[src/rtl/regfile_wb_arbiter.sv]
// Write-port controller for a 32-entry register file: zero-fills every register
// after reset, then round-robin arbitrates ALU and LSU writebacks onto one port.
module regfile_wb_arbiter #(
  parameter int WIDTH = 32,
  parameter int NREG  = 32
) (
  input  logic             clk,
  input  logic             rst,
  input  logic             alu_valid,
  input  logic [4:0]       alu_rd,
  input  logic [WIDTH-1:0] alu_data,
  output logic             alu_ready,
  input  logic             lsu_valid,
  input  logic [4:0]       lsu_rd,
  input  logic [WIDTH-1:0] lsu_data,
  output logic             lsu_ready,
  output logic             rf_we,
  output logic [4:0]       rf_rd,
  output logic [WIDTH-1:0] rf_data,
  output logic             init_busy
);

  // Handshake: a source transfers on any rising edge where its valid and ready
  // are both high. Ready is combinational from both valids and last_grant, and
  // is only ever high for the one granted source; sources hold valid/rd/data
  // stable until their transfer.

  typedef enum logic {
    ST_INIT = 1'b0,
    ST_RUN  = 1'b1
  } state_e;

  typedef enum logic {
    SRC_ALU = 1'b0,
    SRC_LSU = 1'b1
  } src_e;

  localparam logic [4:0] LAST_IDX = 5'(NREG - 1);

  state_e           state_q, state_d;
  logic [4:0]       cnt_q, cnt_d;
  src_e             last_q, last_d;
  logic             rf_we_q, rf_we_d;
  logic [4:0]       rf_rd_q, rf_rd_d;
  logic [WIDTH-1:0] rf_data_q, rf_data_d;

  logic             grant_alu;
  logic             grant_lsu;

  // Round-robin grant; on contention the source that did not win last time goes.
  always_comb begin
    grant_alu = 1'b0;
    grant_lsu = 1'b0;
    if (state_q == ST_RUN) begin
      if (alu_valid && lsu_valid) begin
        if (last_q == SRC_LSU) begin
          grant_alu = 1'b1;
        end else begin
          grant_lsu = 1'b1;
        end
      end else begin
        grant_alu = alu_valid;
        grant_lsu = lsu_valid;
      end
    end
  end

  assign alu_ready = grant_alu;
  assign lsu_ready = grant_lsu;

  always_comb begin
    state_d   = state_q;
    cnt_d     = cnt_q;
    last_d    = last_q;
    rf_we_d   = 1'b0;
    rf_rd_d   = rf_rd_q;
    rf_data_d = rf_data_q;

    unique case (state_q)
      ST_INIT: begin
        rf_we_d   = 1'b1;
        rf_rd_d   = cnt_q;
        rf_data_d = '0;
        cnt_d     = cnt_q + 5'd1;
        if (cnt_q == LAST_IDX) begin
          state_d = ST_RUN;
        end
      end
      ST_RUN: begin
        // Writes to x0 are consumed but suppressed at the port.
        if (grant_alu) begin
          rf_we_d   = (alu_rd != 5'd0);
          rf_rd_d   = alu_rd;
          rf_data_d = alu_data;
          last_d    = SRC_ALU;
        end else if (grant_lsu) begin
          rf_we_d   = (lsu_rd != 5'd0);
          rf_rd_d   = lsu_rd;
          rf_data_d = lsu_data;
          last_d    = SRC_LSU;
        end
      end
      default: begin
        state_d = ST_INIT;
      end
    endcase
  end

  always_ff @(posedge clk or posedge rst) begin
    if (rst) begin
      state_q   <= ST_INIT;
      cnt_q     <= 5'd0;
      last_q    <= SRC_LSU;
      rf_we_q   <= 1'b0;
      rf_rd_q   <= 5'd0;
      rf_data_q <= '0;
    end else begin
      state_q   <= state_d;
      cnt_q     <= cnt_d;
      last_q    <= last_d;
      rf_we_q   <= rf_we_d;
      rf_rd_q   <= rf_rd_d;
      rf_data_q <= rf_data_d;
    end
  end

  assign rf_we     = rf_we_q;
  assign rf_rd     = rf_rd_q;
  assign rf_data   = rf_data_q;
  assign init_busy = (state_q == ST_INIT);

endmodule

[config.mk]
export PLATFORM = sky130hd
export DESIGN_NAME = regfile_wb_arbiter
export DESIGN_NICKNAME = d
export VERILOG_FILES = /design/src/rtl/regfile_wb_arbiter.sv
export SDC_FILE = /design/constraint.sdc
export NUM_CORES = 1
export LEC_CHECK = 0
export ABC_AREA = 1
export CAP_MARGIN = 20
export CELL_PAD_IN_SITES_DETAIL_PLACEMENT = 1
export CELL_PAD_IN_SITES_GLOBAL_PLACEMENT = 1
export CORE_MARGIN = 1.5
export CORE_UTILIZATION = 31
export DETAILED_ROUTE_END_ITERATION = 16
export GPL_TIMING_DRIVEN = 0
export HOLD_SLACK_MARGIN = 0.1
export PLACE_DENSITY_LB_ADDON = 0.1
export SYNTH_ARGS = -nofsm -noshare
export SYNTH_HDL_FRONTEND = slang
export SYNTH_SLANG_ARGS = --single-unit
export TNS_END_PERCENT = 5
[constraint.sdc]
create_clock -name clk -period 2.4 [get_ports clk]
set_input_delay 0.6 -clock clk [delete_from_list [all_inputs] [get_ports clk]]
set_output_delay 0.6 -clock clk [all_outputs]
set_load 0.01 [all_outputs]
After elaboration in Yosys (flattened, before gate mapping)
Index checks and enable logic that the tools add are counted. W data, S select, Z words.

Output and inout bits: 41. Logic and storage cells: 34. ROM bits: 0. Memory bits (writable): 0. Memories: 0. Bits of input ports: 78. Bits in registers: 45. Bits in latches: 0.

$mul: 0. Shift operators: 0. $lt $le $gt $ge: 0. Mux-type cells: 19. Bitwise logic cells: 1. $add $sub $neg: 1. Div/mod/pow operators: 0. Reduce and logical (&&, ||, !) cells: 5. Equality and inequality tests: 2.

Operators with widths (number): $mux W32 (2); $pmux W32 S2 (1); $mux W1 (12); $mux W5 (2); $pmux W5 S2 (1); $reduce_bool A5 Y1 (2); $add A5 B1 Y5 const B (1); $eq A5 B5 Y1 const B (1); $ne A3 B3 Y1 const B (1); $pmux W1 S2 (1); $reduce_and A2 Y1 (1); $reduce_bool A2 Y1 (1); $logic_and A1 B1 Y1 (1); $not A1 Y1 (1).

Logic depth before layout (Yosys ltp)
Gate-level depths: netlist (run 1).

Depth in word-level cells: 6. Gate-level depth with buffers: 8. Depth with buffers taken out: 6.

Worst setup path after synthesis (run 1)
OpenSTA, ideal clock, no wires.

Kind: input port to output port. Start: input alu_valid. End: output alu_ready. Data required time: 1.800 ns. Path buffers: 1. Arrival time: 1.029 ns. Slack: 0.771 ns. Stages on the path: 5. Cell sequence: nand2_1 > inv_2 > nand2_1 > buf_6 > inv_1.

Cells in the longest elaborated chain, start to end: 3.

RTL lines: start: declaration (RTL line 9) `input logic alu_valid,`; $logic_and A1 B1 Y1 (RTL line 55) `if (alu_valid && lsu_valid) begin`; $mux W1 * (RTL line 55); $mux W1 * (RTL line 54) `if (state_q == ST_RUN) begin`; end: declaration (RTL line 12) `output logic alu_ready,`.

Every way passes the cells marked *; elsewhere a longest branch is shown, timed or not.

Worst setup path after layout (run 1)
Start: register state_q. End: output init_busy.

Cells in the longest elaborated chain, start to end: 1.

RTL lines: start: declaration (RTL line 40) `state_e state_q, state_d;`; start signal: assignment (RTL line 118) `state_q <= state_d;`; $not A1 Y1; end: declaration (RTL line 20) `output logic init_busy`.

No other way between the ends.

==> results of run 1 <==
[how the worst max path moves through the flow]
stage                                      end  cells after the start
after CTS                            init_busy                      3
after global placement               alu_ready                      7
after floorplan           cnt_q[0]$_DFFE_PP0N_                      1
final                                init_busy                      3
after global routing                 alu_ready                      7
after detailed placement             alu_ready                      7
[registers in the layout (all words and copies together) (netlist names)]
signal	cells
state_q	1
rf_we	1
cnt_q	5
rf_rd	5
last_q	1
rf_data	32
[kinds of logic (layout without fill, tap and decap cells)]
group                      Yosys count  after routing  share of synthesized area
buffers and inverters               68            195                     0.1308
and+or+nand+nor                    215            215                     0.3967
adders and majority gates            2              2                   0.009793
xor gates and xnor gates             2              2                   0.006857
AOI/OAI and AO/OA                    6              6                    0.01469
DFF                                 45             45                     0.4412
[per-layer routing]
metal / wire, um / vias up / share of wire / track usage
li1: - / 1294 / - / -
met2: 3937 / 76 / 0.49 / 0.3170
met3: 423 / 6 / 0.052 / 0.03803
met1: 3654 / 1219 / 0.45 / 0.2516
met4: 65 / 0 / 0.0080 / 0.05224
met5: 0 / - / 0 / 0
[timing repair]
item / 4_1_cts / 5_1_grt
setup endpoints to repair: 2 / 0
gates resized for setup: 7 / 0
endpoints found under the hold margin: 0 / 0
[power groups by stage]
stage	clock [mW]	sequential, mW	combinational, mW
final	0.610	0.881	0.603
after global routing	0.666	0.891	0.663
after CTS	0.633	0.882	0.615
after detailed placement	0	0.895	0.613
after global placement	0	0.892	0.599
after floorplan	0	0.929	0.215
[Yosys cell counts]
cell	count
inv_2	3
or2_2	2
a21boi_0	3
nand2_1	126
nand2_2	2
buf_6	6
buf_4	7
ha_1	2
nand4_1	2
dfstp_2	1
dfrtp_1	44
buf_2	6
a21oi_1	3
xor2_1	2
nand3b_1	36
nor2_1	6
inv_1	46
nand3_1	40
nand3_2	1
[final cells by class]
class                      instances  area, um^2  share of cell area
timing repair buffer             119        1199              0.2996
sequential                        45        1127              0.2817
multi-input combinational        225        1097              0.2742
inverter                          49       183.9             0.04597
buffer                            19       150.1             0.03752
tap                              102       127.6             0.03189
clock buffer                       7       86.33             0.02158
clock inverter                     1       30.03            0.007505
[worst max-delay path: stages (launching register included)]
cell and delay, ns:
dfrtp_1 0.41, buf_4 0.19, inv_2 0.14, clkdlybuf4s50_1 0.56
[through the flow]
stage | power (mW) | hold WS (ns) | instance area (um^2) | utilization
2_1_floorplan | 1.144 | 0.4619 | 2555 | -
3_3_place_gp | 1.491 | 0.4618 | 3864 | 0.4923
3_5_place_dp | 1.508 | 0.4642 | 3884 | 0.4949
4_1_cts | 2.129 | 0.4868 | 4001 | 0.5099
5_1_grt | 2.220 | 0.5056 | 4001 | 0.5099
6_report | 2.094 | 0.4833 | 4001 | 0.5099
==> impl_metrics.py, run 1 <==
metrics = {
    "global_routing": {
        "grt_first_pass_wirelength_um": 12930,
        "antenna_found_initial": 0,
        "grt_pass1_vias": 2605,
        "grt_start_max_net_pins": 25,
        "grtUsageTotal": 0.1907,
        "overflow": 0,
    },
    "worst_setup_path": {
        "arrival_ns": 1.60,
        "startpoint_type": "flip-flop",
        "worstSetupEndpointType": "primary output",
        "crit_fanout": 10,
        "rrSetupSlack_ns": 0.92,
        "reg2regPathDepth": 7,
        "startpoint": "state_q$_DFF_PP0_",
        "required_ns": 1.80,
        "critPathKind": "reg2out",
        "r2r-start": "last_q$_DFFE_PP1P_",
        "rr_endpoint": "rf_data[29]$_DFFE_PP0P_",
    },
    "cells_and_area": {
        "fin_nets": 544,
        "n_antenna_cell": 0,
        "nFillCells": 992,
        "area_growth_pct": 56.61,
        "final_cell_mix": "nand2_1 (126), clkdlybuf4s50_1 (114), inv_1 (45)",
        "layout_commonest_cell": "nand2_1",
        "final_cells": 567,
        "drive_above_1_share": 0.08387,
    },
    "clock_tree": {
        "cts_max_level": 2,
        "root_buffer": "clkbuf_8",
        "cts_hold_buf": 0,
        "postCtsSetupRepairBufs": 0,
        "numCtsBuffers": 5,
        "clock_path_buffers": 2,
        "cts_tree": "yes",
        "cts.sinks": 45,
        "insertion_delay_ns": 0.30,
        "clk_pin_slew_ns": 0.08,
    },
    "route": {
        "first_iter_violations": 68,
        "firstDrtPassIters": 4,
        "viasPerCell": 4.577,
        "wire_per_inst_um": 14.25,
        "num_vias": 2595,
        "ant_nets": 0,
        "drc": 0,
        "routed_wl_um": 8081,
    },
    "power_and_ir_drop": {
        "power_frac_comb": 0.288,
        "power_density_mw_per_mm2": 523.3,
        "vdd_ir_drop_max_mv": 0.2113,
        "p_seq_frac": 0.421,
        "switchingPower_mw": 0.5754,
        "internal_power_mw": 1.519,
        "switching_share": 0.2748,
        "p_leak_nw": 2.007,
        "clockPowerShare": 0.291,
    },
    "flow_run": {
        "cap_violations": 0,
    },
    "synth": {
        "syn_inst": 338,
        "yosys.area.top_type": "dfrtp_1",
        "ys_warn_count": 0,
        "synth_nets": 418,
        "syn_avg_cell_area_um2": 7.559,
        "synth_seq_area_share": 0.4412,
        "ys_ff_latch": 45,
        "syn_area_mm2": 0.002555,
        "synth_area_leaders": "dfrtp_1 (43%), nand2_1 (19%), nand3b_1 (11%), nand3_1 (7.8%), inv_1 (6.8%)",
        "synth_cell_types": 19,
        "yosysTopAreaCellShare": 0.4310,
    },
    "placed_design": {
        "dp.cells": 559,
        "place_ws_ns": -0.3725,
        "port_buffers": 118,
        "dp_hpwl_um": 6048,
        "gp_congestion": 0.8022,
    },
    "sta": {
        "relSlewSlack": 0.6527,
        "min_period_ns": 2.200,
        "worstMarginPinSlew_ns": 0.5202,
        "skew_ns": 0.006492,
        "fin_setup_tns_ns": 0,
        "hold_viol": 0,
        "timing.final.ws_setup_ns": 0.2003,
        "fin_crit_sh": 0.9165,
        "maxSlewViolCount": 0,
        "max_freq_mhz": 454.6,
        "rsz0062_at_grt": "no",
        "finalSetupViolCount": 0,
    },
    "floorplan": {
        "die_y_um": 93.79,
        "core_area_mm2": 0.007848,
        "floorplan.die.width_um": 93.79,
        "die-area_mm2": 0.008796,
        "io_pins": 119,
        "initial_core_util": 0.3256,
        "num_rows": 32,
    },
    "hold_path": {
        "holdPathEnd": "rf_data[27]$_DFFE_PP0P_",
        "hp-start": "rf_data[27]$_DFFE_PP0P_",
        "whs_path_depth": 2,
        "holdCritPathClass": "reg2reg",
    },
    "status": {
        "status": "finished, final reports clean",
    },
}
(Power assumes the default switching activity.)
==> run 2, diff against run 1 <==
--- a/config.mk
+++ b/config.mk
@@ -6,7 +6,7 @@
 export NUM_CORES = 1
 export LEC_CHECK = 0
 export ABC_AREA = 1
-export CAP_MARGIN = 20
+export CAP_MARGIN = 15
 export CELL_PAD_IN_SITES_DETAIL_PLACEMENT = 1
 export CELL_PAD_IN_SITES_GLOBAL_PLACEMENT = 1
 export CORE_MARGIN = 1.5
@@ -15,6 +15,7 @@
 export GPL_TIMING_DRIVEN = 0
 export HOLD_SLACK_MARGIN = 0.1
 export PLACE_DENSITY_LB_ADDON = 0.1
+export RECOVER_POWER = 25
 export SYNTH_ARGS = -nofsm -noshare
 export SYNTH_HDL_FRONTEND = slang
 export SYNTH_SLANG_ARGS = --single-unit
==> impl_metrics.py, run 2 (same netlist as run 1, synthesis figures left out) <==
metrics = {
    "route": {
        "wire_per_inst_um": 14.25,
        "drc": 0,
        "ant_nets": 0,
        "viasPerCell": 4.577,
        "firstDrtPassIters": 4,
        "routed_wl_um": 8081,
        "first_iter_violations": 68,
        "num_vias": 2595,
    },
    "sta": {
        "timing.final.ws_setup_ns": 0.2003,
        "finalSetupViolCount": 0,
        "maxSlewViolCount": 0,
        "skew_ns": 0.006492,
        "max_freq_mhz": 454.6,
        "fin_crit_sh": 0.9165,
        "relSlewSlack": 0.3713,
        "hold_viol": 0,
        "worstMarginPinSlew_ns": 0.9420,
        "fin_setup_tns_ns": 0,
        "rsz0062_at_grt": "no",
        "min_period_ns": 2.200,
    },
    "global_routing": {
        "grt_first_pass_wirelength_um": 12930,
        "antenna_found_initial": 0,
        "grt_pass1_vias": 2605,
        "grt_start_max_net_pins": 25,
        "grtUsageTotal": 0.1907,
        "overflow": 0,
    },
    "cells_and_area": {
        "layout_commonest_cell": "nand2_1",
        "fin_nets": 544,
        "multiInputGateArea_mm2": 0.001097,
        "final_cells": 567,
        "nFillCells": 992,
        "area_growth_pct": 56.61,
        "largest_reg_flops": 32,
        "final_cell_mix": "nand2_1 (126), clkdlybuf4s50_1 (113), inv_1 (46)",
        "n_antenna_cell": 0,
        "drive_above_1_share": 0.08172,
        "regArea_mm2": 0.001127,
    },
    "worst_setup_path": {
        "required_ns": 1.80,
        "arrival_ns": 1.60,
        "startpoint_type": "flip-flop",
        "worstSetupEndpointType": "primary output",
        "critPathKind": "reg2out",
        "crit_fanout": 10,
    },
    "clock_tree": {
        "root_buffer": "clkbuf_8",
        "clk_pin_slew_ns": 0.08,
        "ctsResizeCount": 7,
        "insertion_delay_ns": 0.30,
        "numCtsBuffers": 5,
        "postCtsSetupRepairBufs": 0,
        "cts_tree": "yes",
        "clock_path_buffers": 2,
        "cts.sinks": 45,
        "cts_hold_buf": 0,
        "cts_max_level": 2,
    },
    "floorplan": {
        "floorplan.die.width_um": 93.79,
        "die_y_um": 93.79,
        "io_pins": 119,
        "num_rows": 32,
        "core_area_mm2": 0.007848,
        "initial_core_util": 0.3256,
        "die-area_mm2": 0.008796,
    },
    "power_and_ir_drop": {
        "clockPowerShare": 0.291,
        "internal_power_mw": 1.518,
        "switching_share": 0.2748,
        "p_leak_nw": 2.009,
        "switchingPower_mw": 0.5754,
        "power_frac_comb": 0.288,
        "total_power_mw": 2.094,
        "p_seq_frac": 0.421,
        "power_density_mw_per_mm2": 523.2,
        "vdd_ir_drop_max_mv": 0.2113,
    },
    "hold_path": {
        "holdCritPathClass": "reg2reg",
    },
    "placed_design": {
        "port_buffers": 118,
        "gp_congestion": 0.8022,
        "place_ws_ns": -0.3725,
        "dp_hpwl_um": 6048,
        "dp.cells": 559,
    },
    "flow_run": {
        "cap_violations": 0,
    },
    "status": {
        "status": "finished, final reports clean",
    },
}
-- run 2: changes by cell type in the layout (fill, tap and decap cells not counted), sizes merged --
cell           change
dlygate4sd3        +1
clkdlybuf4s50      -1
-- run 2: through the flow --
step / cell area, um^2 / hold WS (ns) / utilization
after floorplan: 2555 / 0.4619 / -
after global placement: 3864 / 0.4618 / 0.4923
after detailed placement: 3884 / 0.4642 / 0.4949
after CTS: 4001 / 0.4868 / 0.5099
after global routing: 4001 / 0.5056 / 0.5099
final: 4001 / 0.4833 / 0.5099
-- run 2: power by group through the flow --
stage | Combinational, mW | Sequential [mW] | Clock [mW]
after floorplan | 0.215 | 0.929 | 0
after global routing | 0.663 | 0.891 | 0.666
final | 0.602 | 0.881 | 0.610
after detailed placement | 0.613 | 0.895 | 0
after CTS | 0.615 | 0.882 | 0.633
after global placement | 0.599 | 0.892 | 0
-- run 2: layout make-up --
cell class | count | area share
timing repair buffer | 119 | 0.2996
sequential | 45 | 0.2817
multi-input combinational | 225 | 0.2742
inverter | 49 | 0.04597
buffer | 19 | 0.03752
tap | 102 | 0.03189
clock buffer | 7 | 0.02158
clock inverter | 1 | 0.007505
-- run 2: per-layer routing --
layer,up-vias,share of wire,global-route usage
met5,-,0,0
met4,0,0.0080,0.05224
met3,6,0.053,0.03803
met2,76,0.49,0.3170
met1,1219,0.45,0.2516
li1,1294,-,-
-- run 2: final timing paths --
path / startpoint / to / slack, ns / cells past startpoint
min in group asynchronous: rst / rf_data[6]$_DFFE_PP0P_ / 0.94 / 2
setup reg to reg: last_q$_DFFE_PP1P_ / rf_data[29]$_DFFE_PP0P_ / 0.92 / 7
max in group asynchronous: rst / rf_data[27]$_DFFE_PP0P_ / 0.80 / 3
hold / removal: rf_data[27]$_DFFE_PP0P_ / rf_data[27]$_DFFE_PP0P_ / 0.48 / 2
setup / recovery: state_q$_DFF_PP0_ / init_busy / 0.20 / 3
hold reg to reg: rf_data[27]$_DFFE_PP0P_ / rf_data[27]$_DFFE_PP0P_ / 0.48 / 2
-- run 2: worst max-delay path, stage by stage (launching register included) --
cell and delay [ns]:
dfrtp_1 0.41, buf_4 0.19, inv_2 0.14, clkdlybuf4s50_1 0.56
